$ cat src/rtl/hbridge_pwm_multi_if.sv
// Register-file side bundle of the multi-channel H-bridge PWM stage.
// The register file drives the master side; the PWM core takes the slave side.
interface hbridge_pwm_multi_if #(
    parameter int CHANNELS = 2,
    parameter int WIDTH    = 8,
    parameter int DEAD_W   = 4
);
    logic                      pwm_en;
    logic                      load;
    logic [CHANNELS*WIDTH-1:0] duty_in;
    logic [CHANNELS*2-1:0]     mode_in;
    logic [DEAD_W-1:0]         dead_cycles;
    logic [CHANNELS-1:0]       motor_positive;
    logic [CHANNELS-1:0]       motor_negative;
    logic                      period_start;

    modport master (
        output pwm_en, load, duty_in, mode_in, dead_cycles,
        input  motor_positive, motor_negative, period_start
    );

    modport slave (
        input  pwm_en, load, duty_in, mode_in, dead_cycles,
        output motor_positive, motor_negative, period_start
    );
endinterface

$ cat src/rtl/hbridge_pwm_multi.sv
// Multi-channel H-bridge PWM: shared period counter, double-buffered duty/mode
// per channel, dead time on mode changes, registered pin outputs.
module hbridge_pwm_multi #(
    parameter int CHANNELS = 2,
    parameter int WIDTH    = 8,
    parameter int DEAD_W   = 4
) (
    input  logic                clk,
    input  logic                rst,
    hbridge_pwm_multi_if.slave  bus
);
    localparam logic [WIDTH-1:0] LAST = WIDTH'((1 << WIDTH) - 2);

    typedef enum logic [1:0] {
        COAST = 2'b00,
        FWD   = 2'b01,
        REV   = 2'b10,
        BRAKE = 2'b11
    } mode_e;

    logic [WIDTH-1:0] cnt_q, cnt_d;
    logic             en_q;
    logic             ps_q, ps_d;
    logic             start, wrap, upd;
    logic [CHANNELS-1:0] pos_v, neg_v;

    // en_q marks that the counter is running; the first enabled edge only
    // restarts the period at cnt 0 so period_start lines up with cnt == 0.
    assign start = bus.pwm_en && !en_q;
    assign wrap  = bus.pwm_en && en_q && (cnt_q == LAST);
    assign upd   = wrap || start || !bus.pwm_en;

    always_comb begin
        cnt_d = cnt_q;
        ps_d  = 1'b0;
        if (!bus.pwm_en) begin
            cnt_d = '0;
        end else if (start || wrap) begin
            cnt_d = '0;
            ps_d  = 1'b1;
        end else begin
            cnt_d = cnt_q + 1'b1;
        end
    end

    always_ff @(posedge clk or posedge rst) begin
        if (rst) begin
            cnt_q <= '0;
            en_q  <= 1'b0;
            ps_q  <= 1'b0;
        end else begin
            cnt_q <= cnt_d;
            en_q  <= bus.pwm_en;
            ps_q  <= ps_d;
        end
    end

    for (genvar k = 0; k < CHANNELS; k++) begin : g_ch
        logic [WIDTH-1:0]  sh_duty_q, sh_duty_d, act_duty_q;
        mode_e             sh_mode_q, sh_mode_d, act_mode_q;
        logic [DEAD_W-1:0] dead_q, dead_d;
        logic              pos_q, neg_q, pos_d, neg_d, raw;

        always_comb begin
            sh_duty_d = bus.load ? bus.duty_in[k*WIDTH +: WIDTH] : sh_duty_q;
            sh_mode_d = bus.load ? mode_e'(bus.mode_in[2*k +: 2]) : sh_mode_q;

            // A mode change at a wrap (re)loads the gap; otherwise any running
            // gap keeps draining, even across period boundaries.
            dead_d = dead_q;
            if (!bus.pwm_en || start)
                dead_d = '0;
            else if (wrap && (sh_mode_d != act_mode_q) && (bus.dead_cycles != '0))
                dead_d = bus.dead_cycles;
            else if (dead_q != '0)
                dead_d = dead_q - 1'b1;

            raw   = (cnt_q < act_duty_q);
            pos_d = 1'b0;
            neg_d = 1'b0;
            if (bus.pwm_en && en_q && (dead_q == '0)) begin
                case (act_mode_q)
                    FWD:     pos_d = raw;
                    REV:     neg_d = raw;
                    BRAKE:   begin pos_d = 1'b1; neg_d = 1'b1; end
                    default: ;
                endcase
            end
        end

        always_ff @(posedge clk or posedge rst) begin
            if (rst) begin
                sh_duty_q  <= '0;
                sh_mode_q  <= COAST;
                act_duty_q <= '0;
                act_mode_q <= COAST;
                dead_q     <= '0;
                pos_q      <= 1'b0;
                neg_q      <= 1'b0;
            end else begin
                sh_duty_q <= sh_duty_d;
                sh_mode_q <= sh_mode_d;
                // Taking the shadow's next value lets a load on the wrap edge
                // land directly in the coming period.
                if (upd) begin
                    act_duty_q <= sh_duty_d;
                    act_mode_q <= sh_mode_d;
                end
                dead_q <= dead_d;
                pos_q  <= pos_d;
                neg_q  <= neg_d;
            end
        end

        assign pos_v[k] = pos_q;
        assign neg_v[k] = neg_q;
    end

    assign bus.motor_positive = pos_v;
    assign bus.motor_negative = neg_v;
    assign bus.period_start   = ps_q;
endmodule

$ cat src/flat_wrapper.sv
// flat-port wrapper written by rule: the top's interface ports become plain ports
module hbridge_pwm_multi_flat 
#(
    parameter int CHANNELS = 2,
    parameter int WIDTH    = 8,
    parameter int DEAD_W   = 4
)
  (clk, rst, bus_pwm_en, bus_load, bus_duty_in, bus_mode_in, bus_dead_cycles, bus_motor_positive, bus_motor_negative, bus_period_start);
  hbridge_pwm_multi_if #(.CHANNELS(CHANNELS), .WIDTH(WIDTH), .DEAD_W(DEAD_W)) bus_i ();
  input  logic clk;
  input  logic rst;
  input wire logic [$bits(bus_i.pwm_en)-1:0] bus_pwm_en;
  input wire logic [$bits(bus_i.load)-1:0] bus_load;
  input wire logic [$bits(bus_i.duty_in)-1:0] bus_duty_in;
  input wire logic [$bits(bus_i.mode_in)-1:0] bus_mode_in;
  input wire logic [$bits(bus_i.dead_cycles)-1:0] bus_dead_cycles;
  output wire logic [$bits(bus_i.motor_positive)-1:0] bus_motor_positive;
  output wire logic [$bits(bus_i.motor_negative)-1:0] bus_motor_negative;
  output wire logic [$bits(bus_i.period_start)-1:0] bus_period_start;
  assign bus_i.pwm_en = bus_pwm_en;
  assign bus_i.load = bus_load;
  assign bus_i.duty_in = bus_duty_in;
  assign bus_i.mode_in = bus_mode_in;
  assign bus_i.dead_cycles = bus_dead_cycles;
  assign bus_motor_positive = bus_i.motor_positive;
  assign bus_motor_negative = bus_i.motor_negative;
  assign bus_period_start = bus_i.period_start;
  hbridge_pwm_multi #(.CHANNELS(CHANNELS), .WIDTH(WIDTH), .DEAD_W(DEAD_W)) u_core (.clk(clk), .rst(rst), .bus(bus_i));
endmodule
$ cat config.mk
export PLATFORM = sky130hd
export DESIGN_NAME = hbridge_pwm_multi_flat
export DESIGN_NICKNAME = d
export VERILOG_FILES = /design/src/rtl/hbridge_pwm_multi_if.sv /design/src/rtl/hbridge_pwm_multi.sv /design/src/flat_wrapper.sv
export SDC_FILE = /design/constraint.sdc
export NUM_CORES = 1
export LEC_CHECK = 0
export ABC_AREA = 1
export CORE_ASPECT_RATIO = 1.1
export CORE_MARGIN = 5
export CORE_UTILIZATION = 50
export CTS_CLUSTER_SIZE = 20
export DETAILED_ROUTE_END_ITERATION = 16
export GPL_ROUTABILITY_DRIVEN = 0
export HOLD_SLACK_MARGIN = 0.08
export PLACE_DENSITY = 0.72
export REMOVE_ABC_BUFFERS = 1
export SLEW_MARGIN = 20
export SYNTH_ARGS = -nofsm -noshare
export SYNTH_HDL_FRONTEND = slang
export SYNTH_SLANG_ARGS = --single-unit
$ cat constraint.sdc
create_clock -name clk -period 3.9 [get_ports clk]
set_clock_uncertainty 0.1 [all_clocks]
set_input_delay 0.585 -clock clk [delete_from_list [all_inputs] [get_ports clk]]
set_output_delay 0.585 -clock clk [all_outputs]
set_load 0.01 [all_outputs]
==> summary.md <==
The tools report the worst slew margin relative to its limit as 0.530. After the last flow step, the layout net total stands at 450. The combinational share of power is 0.159. Sorting the synthesized cells by area gives the leading types as sky130_fd_sc_hd__dfrtp_1, sky130_fd_sc_hd__nand2_1, sky130_fd_sc_hd__ha_1. Across the run, the number of max-cap violations was 0. Cell-internal power: 1.11 mW.

The die is 85.8 um wide. The total grt overflow was 0. The flow ran to the end, and the final reports show no timing, DRC or antenna violations.

The total of warnings raised by yosys was 0. The logs give 429 MHz for the achievable frequency and 10.6 mm for the wire length of the first global-routing pass. The starting density of the core is 0.513, and the post-detailed-route wirelength per cell is 12.8 um. The die covers 0.00800 sq mm. In this run the worst path has a maximum fanout of 22.

The logs give 0 for the final-report max-slew violation count and 0 for the total of cells resized after clock tree synthesis. The largest net degree at the start of global routing was 49. The sequential share of power was 0.479. The total clock buffers created by CTS is 9.

Kind of critical path: input port to flop. Of all cell types, the one taking the most synthesized area is sky130_fd_sc_hd__dfrtp_1. Total of endpoints with negative setup slack in the final report: 0. The analysis attributes to net switching a power of 0.398 mW. The hold violation count in the final report is 0, and the core area is 0.00616 sq mm. Counting flops and latches in the post-synthesis netlist gives 62. The design draws 1.50 mW. Transition at the pin with the smallest max-transition slack: 704 ps.

Buffers added to address setup during post-CTS repair amount to 0. Dividing total power by cell area gives a power density of 407 mW/mm^2. For this run, design rule violations remaining after detail routing come to 0.

The analysis attributes to cell leakage a power of 1.92 nW. The gate count after technology mapping was 370; the share of synthesized flip-flops with an asynchronous set or reset was 1.00. Averaged over all synthesized cells, the footprint is 8.53 sq um.

In this run the deepest clock path goes through 2 buffers. STA classifies the critical path endpoint as a flop. STA puts the critical path data arrival time at 2470 ps.

The launching element type of the critical path was an input port. The clock reaches the later pin of the worst-skew pair after 340 ps. Number of cell rows: 30. Before antenna repair, the detailed router went through 4 iterations. The pre-CTS setup slack was 1210 ps; the number of global-route vias before repair was 2356. The logs give 4.35 mm for the half-perimeter wire length after detailed placement and 27 for the count of cell types in the netlist. The share of power burned in the clock network came out at 0.362. Setup repair after global routing left no endpoint under its margin. For the post-detailed-route count of antenna-violating nets, the log shows 0. The total I/O pin count was 33.

The most used flip-flop cell after synthesis was sky130_fd_sc_hd__dfrtp_1. The logs give 0.172 for the global router's overall resource usage and 0 for the number of buffers added to fix hold violations after cts. In this run, synthesis inferred 0 flip-flops with an integrated enable.

The worst path in the final design needs a cycle of 2330 ps, including I/O delays and setup. The average via count per standard cell is 4.95, and the count of H-tree levels built during CTS is 3. The area growth from synthesis to layout is 17.0%. For this design, the sink count on the clock tree is 62. Buffers placed on the I/O ports in this run total 32. Cell area after synthesis: 0.00316 sq mm.

The worst hold path belongs to the class flop to flop. The share of post-route cells with drive strength above 1 is 0.106, and the ratio of final minimum period to clock period is 0.598. TritonCTS built the clock tree. VDD sags by at most 0.215 mV. The switching power as a share of total power is 0.264, and the number of fill cells is 564. For the initial DRC count, the log shows 104. From bottom edge to top edge, the die measures 93.3 um.

The root buffer cell chosen for the clock tree is sky130_fd_sc_hd__clkbuf_8. Number of antenna violations at the first check in global routing: 0. Wires add up to 6.24 mm. In the synthesized netlist, the cells that appear most often are sky130_fd_sc_hd__nand2_1, sky130_fd_sc_hd__dfrtp_1, sky130_fd_sc_hd__inv_1. STA puts the critical path data required time at 4030 ps. The share of the yosys chip area belonging to registers came out at 0.491. The library cell with the highest instance count after synthesis is sky130_fd_sc_hd__nand2_1.

Clock slew at the register clock pins of the worst setup and hold paths: 60 ps. The tools report the diode insertion count for antenna repair as 0. The proportion of netlist area held by the largest area contributor is 0.491, and the final-layout setup total negative slack is 0 ps. For the final critical-path setup slack, the log shows 1570 ps.

The detailed router placed 2405 vias in this run.
## logic make-up after synthesis
group                      after synthesis  synth area share
AOI/OAI and AO/OA                       43            0.0737
xor gates and xnor gates                 6            0.0166
adders and majority gates               19            0.0753
buffers and inverters                   56            0.0824
DFF                                     62             0.491
and+or+nand+nor                        184             0.260
## final timing paths
check	cells after the start	slack, ps	end	startpoint
setup reg to reg	9	2040	u_core.cnt_q[7]	u_core.cnt_q[0]
max in group asynchronous	3	2290	u_core.g_ch[0].sh_duty_q[7]	rst
hold reg to reg	2	370	u_core.g_ch[0].sh_duty_q[2]	u_core.g_ch[0].sh_duty_q[2]
min in group asynchronous	2	570	u_core.g_ch[1].pos_q	rst
hold / removal	2	370	u_core.g_ch[0].sh_duty_q[2]	u_core.g_ch[0].sh_duty_q[2]
setup / recovery	14	1570	u_core.g_ch[0].dead_q[0]	bus_load
## flip-flops by register name, indices dropped and copies added, names as in the netlist
signal	flops
u_core.g_ch.dead_q	8
u_core.g_ch.sh_duty_q	16
u_core.g_ch.act_mode_q	4
u_core.en_q	1
u_core.g_ch.pos_q	2
u_core.g_ch.neg_q	2
u_core.g_ch.act_duty_q	16
u_core.g_ch.sh_mode_q	4
u_core.cnt_q	8
u_core.bus.period_start	1
## critical path: stages
cell	delay, ps
sky130_fd_sc_hd__clkdlybuf4s50_1	390
sky130_fd_sc_hd__buf_4	220
sky130_fd_sc_hd__inv_2	340
sky130_fd_sc_hd__nand2_1	130
sky130_fd_sc_hd__nand2_1	120
sky130_fd_sc_hd__nand2_1	60
sky130_fd_sc_hd__nand2_1	60
sky130_fd_sc_hd__nand2_1	100
sky130_fd_sc_hd__nand2_4	130
sky130_fd_sc_hd__nand2_4	70
sky130_fd_sc_hd__nand2_4	100
sky130_fd_sc_hd__clkinv_2	60
sky130_fd_sc_hd__nand2_1	60
sky130_fd_sc_hd__nand2_1	50
## metal layers
metal  part of all wire  global-route usage
met3              0.055              0.0485
met5                  0                   0
met4              0.022              0.0726
met2               0.48               0.290
met1               0.44               0.207
## cell type report
class                      count  area [sq um]  area share
inverter                      43           163      0.0440
clock buffer                  14           193      0.0522
tap                           80           100      0.0271
multi-input combinational    252          1350       0.364
sequential                    62          1550       0.420
timing repair buffer          35           343      0.0928
## through the flow
stage                util  hold WS (ps)  cell area, sq um  instances
floorplan               -           338              3060        357
global placement    0.569           351              3500        472
detailed placement  0.569           356              3500        472
CTS                 0.600           371              3690        486
global route        0.600           389              3690        486
finish              0.600           371              3690        486
## placed cells by master (no fill, tap or decap), types with 3 or more instances in the layout
master / Yosys / layout
sky130_fd_sc_hd__dfrtp_1: 62 / 62
sky130_fd_sc_hd__nand2_4: 7 / 7
sky130_fd_sc_hd__o21ai_0: 12 / 12
sky130_fd_sc_hd__xor2_1: 3 / 3
sky130_fd_sc_hd__buf_4: 6 / 3
sky130_fd_sc_hd__inv_2: 4 / 5
sky130_fd_sc_hd__clkbuf_8: 0 / 14
sky130_fd_sc_hd__nor3_1: 3 / 3
sky130_fd_sc_hd__ha_1: 19 / 19
sky130_fd_sc_hd__nand3_1: 14 / 14
sky130_fd_sc_hd__nor3b_1: 3 / 3
sky130_fd_sc_hd__clkdlybuf4s50_1: 0 / 32
sky130_fd_sc_hd__nand2_2: 8 / 8
sky130_fd_sc_hd__inv_1: 38 / 37
sky130_fd_sc_hd__a21oi_1: 10 / 10
sky130_fd_sc_hd__o21ai_1: 15 / 15
sky130_fd_sc_hd__xnor2_1: 3 / 3
sky130_fd_sc_hd__nand2_1: 130 / 130
sky130_fd_sc_hd__nor2_1: 16 / 16
## power groups by stage
stage | Combinational, mW | Sequential [mW] | Clock, mW
after global placement | 0.230 | 0.730 | 0
after detailed placement | 0.239 | 0.732 | 0
final | 0.239 | 0.720 | 0.545
after global routing | 0.275 | 0.726 | 0.579
after floorplan | 0.160 | 0.727 | 0
after CTS | 0.243 | 0.720 | 0.553
Note: power is estimated with default switching activity, not from simulation.
==> edit, RTL diff (same flow settings) <==
`WIDTH` is set to 8 in 3 places; all go to 9.
--- a/src/rtl/hbridge_pwm_multi_if.sv
+++ b/src/rtl/hbridge_pwm_multi_if.sv
@@ -2,7 +2,7 @@
 // The register file drives the master side; the PWM core takes the slave side.
 interface hbridge_pwm_multi_if #(
     parameter int CHANNELS = 2,
-    parameter int WIDTH    = 8,
+    parameter int WIDTH    = 9,
     parameter int DEAD_W   = 4
 );
     logic                      pwm_en;
--- a/src/rtl/hbridge_pwm_multi.sv
+++ b/src/rtl/hbridge_pwm_multi.sv
@@ -2,7 +2,7 @@
 // per channel, dead time on mode changes, registered pin outputs.
 module hbridge_pwm_multi #(
     parameter int CHANNELS = 2,
-    parameter int WIDTH    = 8,
+    parameter int WIDTH    = 9,
     parameter int DEAD_W   = 4
 ) (
     input  logic                clk,
--- a/src/flat_wrapper.sv
+++ b/src/flat_wrapper.sv
@@ -2,7 +2,7 @@
 module hbridge_pwm_multi_flat 
 #(
     parameter int CHANNELS = 2,
-    parameter int WIDTH    = 8,
+    parameter int WIDTH    = 9,
     parameter int DEAD_W   = 4
 )
   (clk, rst, bus_pwm_en, bus_load, bus_duty_in, bus_mode_in, bus_dead_cycles, bus_motor_positive, bus_motor_negative, bus_period_start);
Interface: changed (resized bus_duty_in); port bits go from 33 to 35. The function was not compared with the original's and may differ.
==> edit against the unedited design <==
Sequential cell count is 5 higher. Largest power group unchanged. Maximum frequency increased by 3.5%. Power is 15% higher. Worst setup slack better by 78 ps. Via count up 7.1%. Design area grew 8.7%. Routed wire length is 3.6% higher. Synthesized area increased by 7.9%. Count of clock-buffer cells in the layout down 1. Hold slack worse by 20 ps.
==> edit: results (changes against the unedited design) <==
\begin{tabular}{lr}
\hline
Metric & Value \\
\hline
\multicolumn{2}{l}{\textbf{Power and ir drop}} \\
Largest voltage drop on the vdd net & 219 uV (+2.1\%) \\
Standby leakage power & 2.10 nW (+9.3\%) \\
\multicolumn{2}{l}{\textbf{Setup path}} \\
Depth of the most critical reg-to-reg path & 10 (+1) \\
Worst setup path endpoint & u\_core.g\_ch[0].dead\_q[0] \\
End of the worst register-to-register path & u\_core.g\_ch[1].act\_duty\_q[0] \\
Arrival time of the worst setup path & 2430 ps (-40 ps) \\
Maximum fanout count along the critical path & 24 (+9.1\%) \\
R2R setup slack & 1950 ps (-90 ps) \\
\multicolumn{2}{l}{\textbf{Yosys}} \\
Synth cell types & 28 (+3.7\%) \\
Most used standard cells in the synthesized netlist & 151 x sky130\_fd\_sc\_hd\_\_nand2\_1, 67 x sky130\_fd\_sc\_hd\_\_dfrtp\_1, 40 x sky130\_fd\_sc\_hd\_\_inv\_1 \\
Biggest area contributors in the synthesized netlist & sky130\_fd\_sc\_hd\_\_dfrtp\_1 49\%, sky130\_fd\_sc\_hd\_\_nand2\_1 17\%, sky130\_fd\_sc\_hd\_\_ha\_1 7.7\% \\
Share of the yosys chip area belonging to registers & 49.2\% (+0.063 points) \\
\multicolumn{2}{l}{\textbf{Placement}} \\
Port bufs & 34 (+6.3\%) \\
Placed wire-length estimate & 4670 um (+7.3\%) \\
\multicolumn{2}{l}{\textbf{Routing}} \\
Initial DRC count & 82 (-21\%) \\
Routed wirelength normalized by instance count & 12.3 um (-4.1\%) \\
Average vias per placed instance & 4.90 (-0.89\%) \\
\multicolumn{2}{l}{\textbf{GRT}} \\
Maximum number of pins on one net before global-route repair & 54 (+10\%) \\
Total global-route track usage & 17.4\% (+0.14 points) \\
Via count of the first global-routing pass & 2602 (+10\%) \\
Global-route wire length before repair & 11500 um (+8.6\%) \\
\multicolumn{2}{l}{\textbf{Layout}} \\
Largest registers in the final layout & u\_core.g\_ch.act\_duty\_q x18, u\_core.g\_ch.sh\_duty\_q x18, u\_core.cnt\_q x9 \\
Share of layout cells above drive strength 1 & 8.58\% (-2.0 points) \\
Layout net count & 489 (+8.7\%) \\
\multicolumn{2}{l}{\textbf{Clocking}} \\
Setup bufs post-CTS & 0 (unchanged) \\
Clk slew on worst S/H paths & 70 ps \\
\multicolumn{2}{l}{\textbf{Outcome}} \\
Outcome & completed \\
\multicolumn{2}{l}{\textbf{Hold path}} \\
Classification of the worst-slack hold path & primary input to asynchronous set/reset pin \\
\multicolumn{2}{l}{\textbf{Timing}} \\
Worst Max-Slew Pin Slew & 499 ps (-205 ps) \\
\hline
\end{tabular}
==> edit: cell count changes in the layout (fill, tap and decap cells not counted), moves of 4 or more <==
cell	unedited run	this run
sky130_fd_sc_hd__nand2_1	130	151
sky130_fd_sc_hd__o21ai_1	15	5
sky130_fd_sc_hd__o21ai_0	12	21
sky130_fd_sc_hd__a21oi_1	10	15
sky130_fd_sc_hd__dfrtp_1	62	67
sky130_fd_sc_hd__nand2_2	8	3
sky130_fd_sc_hd__nor2_1	16	20
==> edit: cell families after synthesis <==
group	Yosys count	synth area share [%]
and+or+nand+nor	203	25.7
buffers and inverters	58	8.01
adders and majority gates	21	7.71
AOI/OAI and AO/OA	47	7.53
DFF	67	49.2
xor gates and xnor gates	7	1.80
==> edit: final cells by class <==
cell class | instances | area (um2)
inverters | 45 | 169
fillers | 571 | 2580
clock buffers | 13 | 179
flip-flops and latches | 67 | 1680
well taps | 82 | 103
multi-input cells | 278 | 1460
repair buffers | 37 | 363
clock inverters | 3 | 67.6
==> edit: how the worst min path moves through the flow <==
stage / start / to / slack (ps) / cells past startpoint
final: rst / u_core.g_ch[0].dead_q[1] / 350 / 2
after global routing: rst / u_core.g_ch[1].dead_q[3] / 360 / 2
after CTS: rst / u_core.g_ch[0].dead_q[1] / 340 / 2
after detailed placement: u_core.g_ch[1].sh_duty_q[6] / u_core.g_ch[1].sh_duty_q[6] / 360 / 2
after global placement: u_core.g_ch[1].sh_duty_q[0] / u_core.g_ch[1].sh_duty_q[0] / 350 / 2
after floorplan: u_core.g_ch[1].sh_duty_q[0] / u_core.g_ch[1].sh_duty_q[0] / 340 / 2
==> edit: layer usage <==
metal	GRT usage, %	wire, um
met4	8.19	170
met5	0	0
met1	21.8	2960
met2	28.9	3130
met3	3.14	200
==> edit: through the flow <==
stage	hold slack [ps]	power (mW)	area [um2]	cells	worst slack, ps
2_1_floorplan	336	0.963	3300	390	1530
5_1_grt	361	1.82	4020	525	1400
6_report	350	1.73	4020	525	1640
4_1_cts	342	1.74	4020	525	1630
3_3_place_gp	347	1.04	3770	509	1390
3_5_place_dp	357	1.06	3770	509	1270
==> edit: power by group <==
group | internal, mW | leakage [nW] | switching [mW]
clock network | 0.430 | 0.122 | 0.253
logic | 0.106 | 1.12 | 0.155
registers | 0.755 | 0.851 | 0.0270
total | 1.29 | 2.10 | 0.434
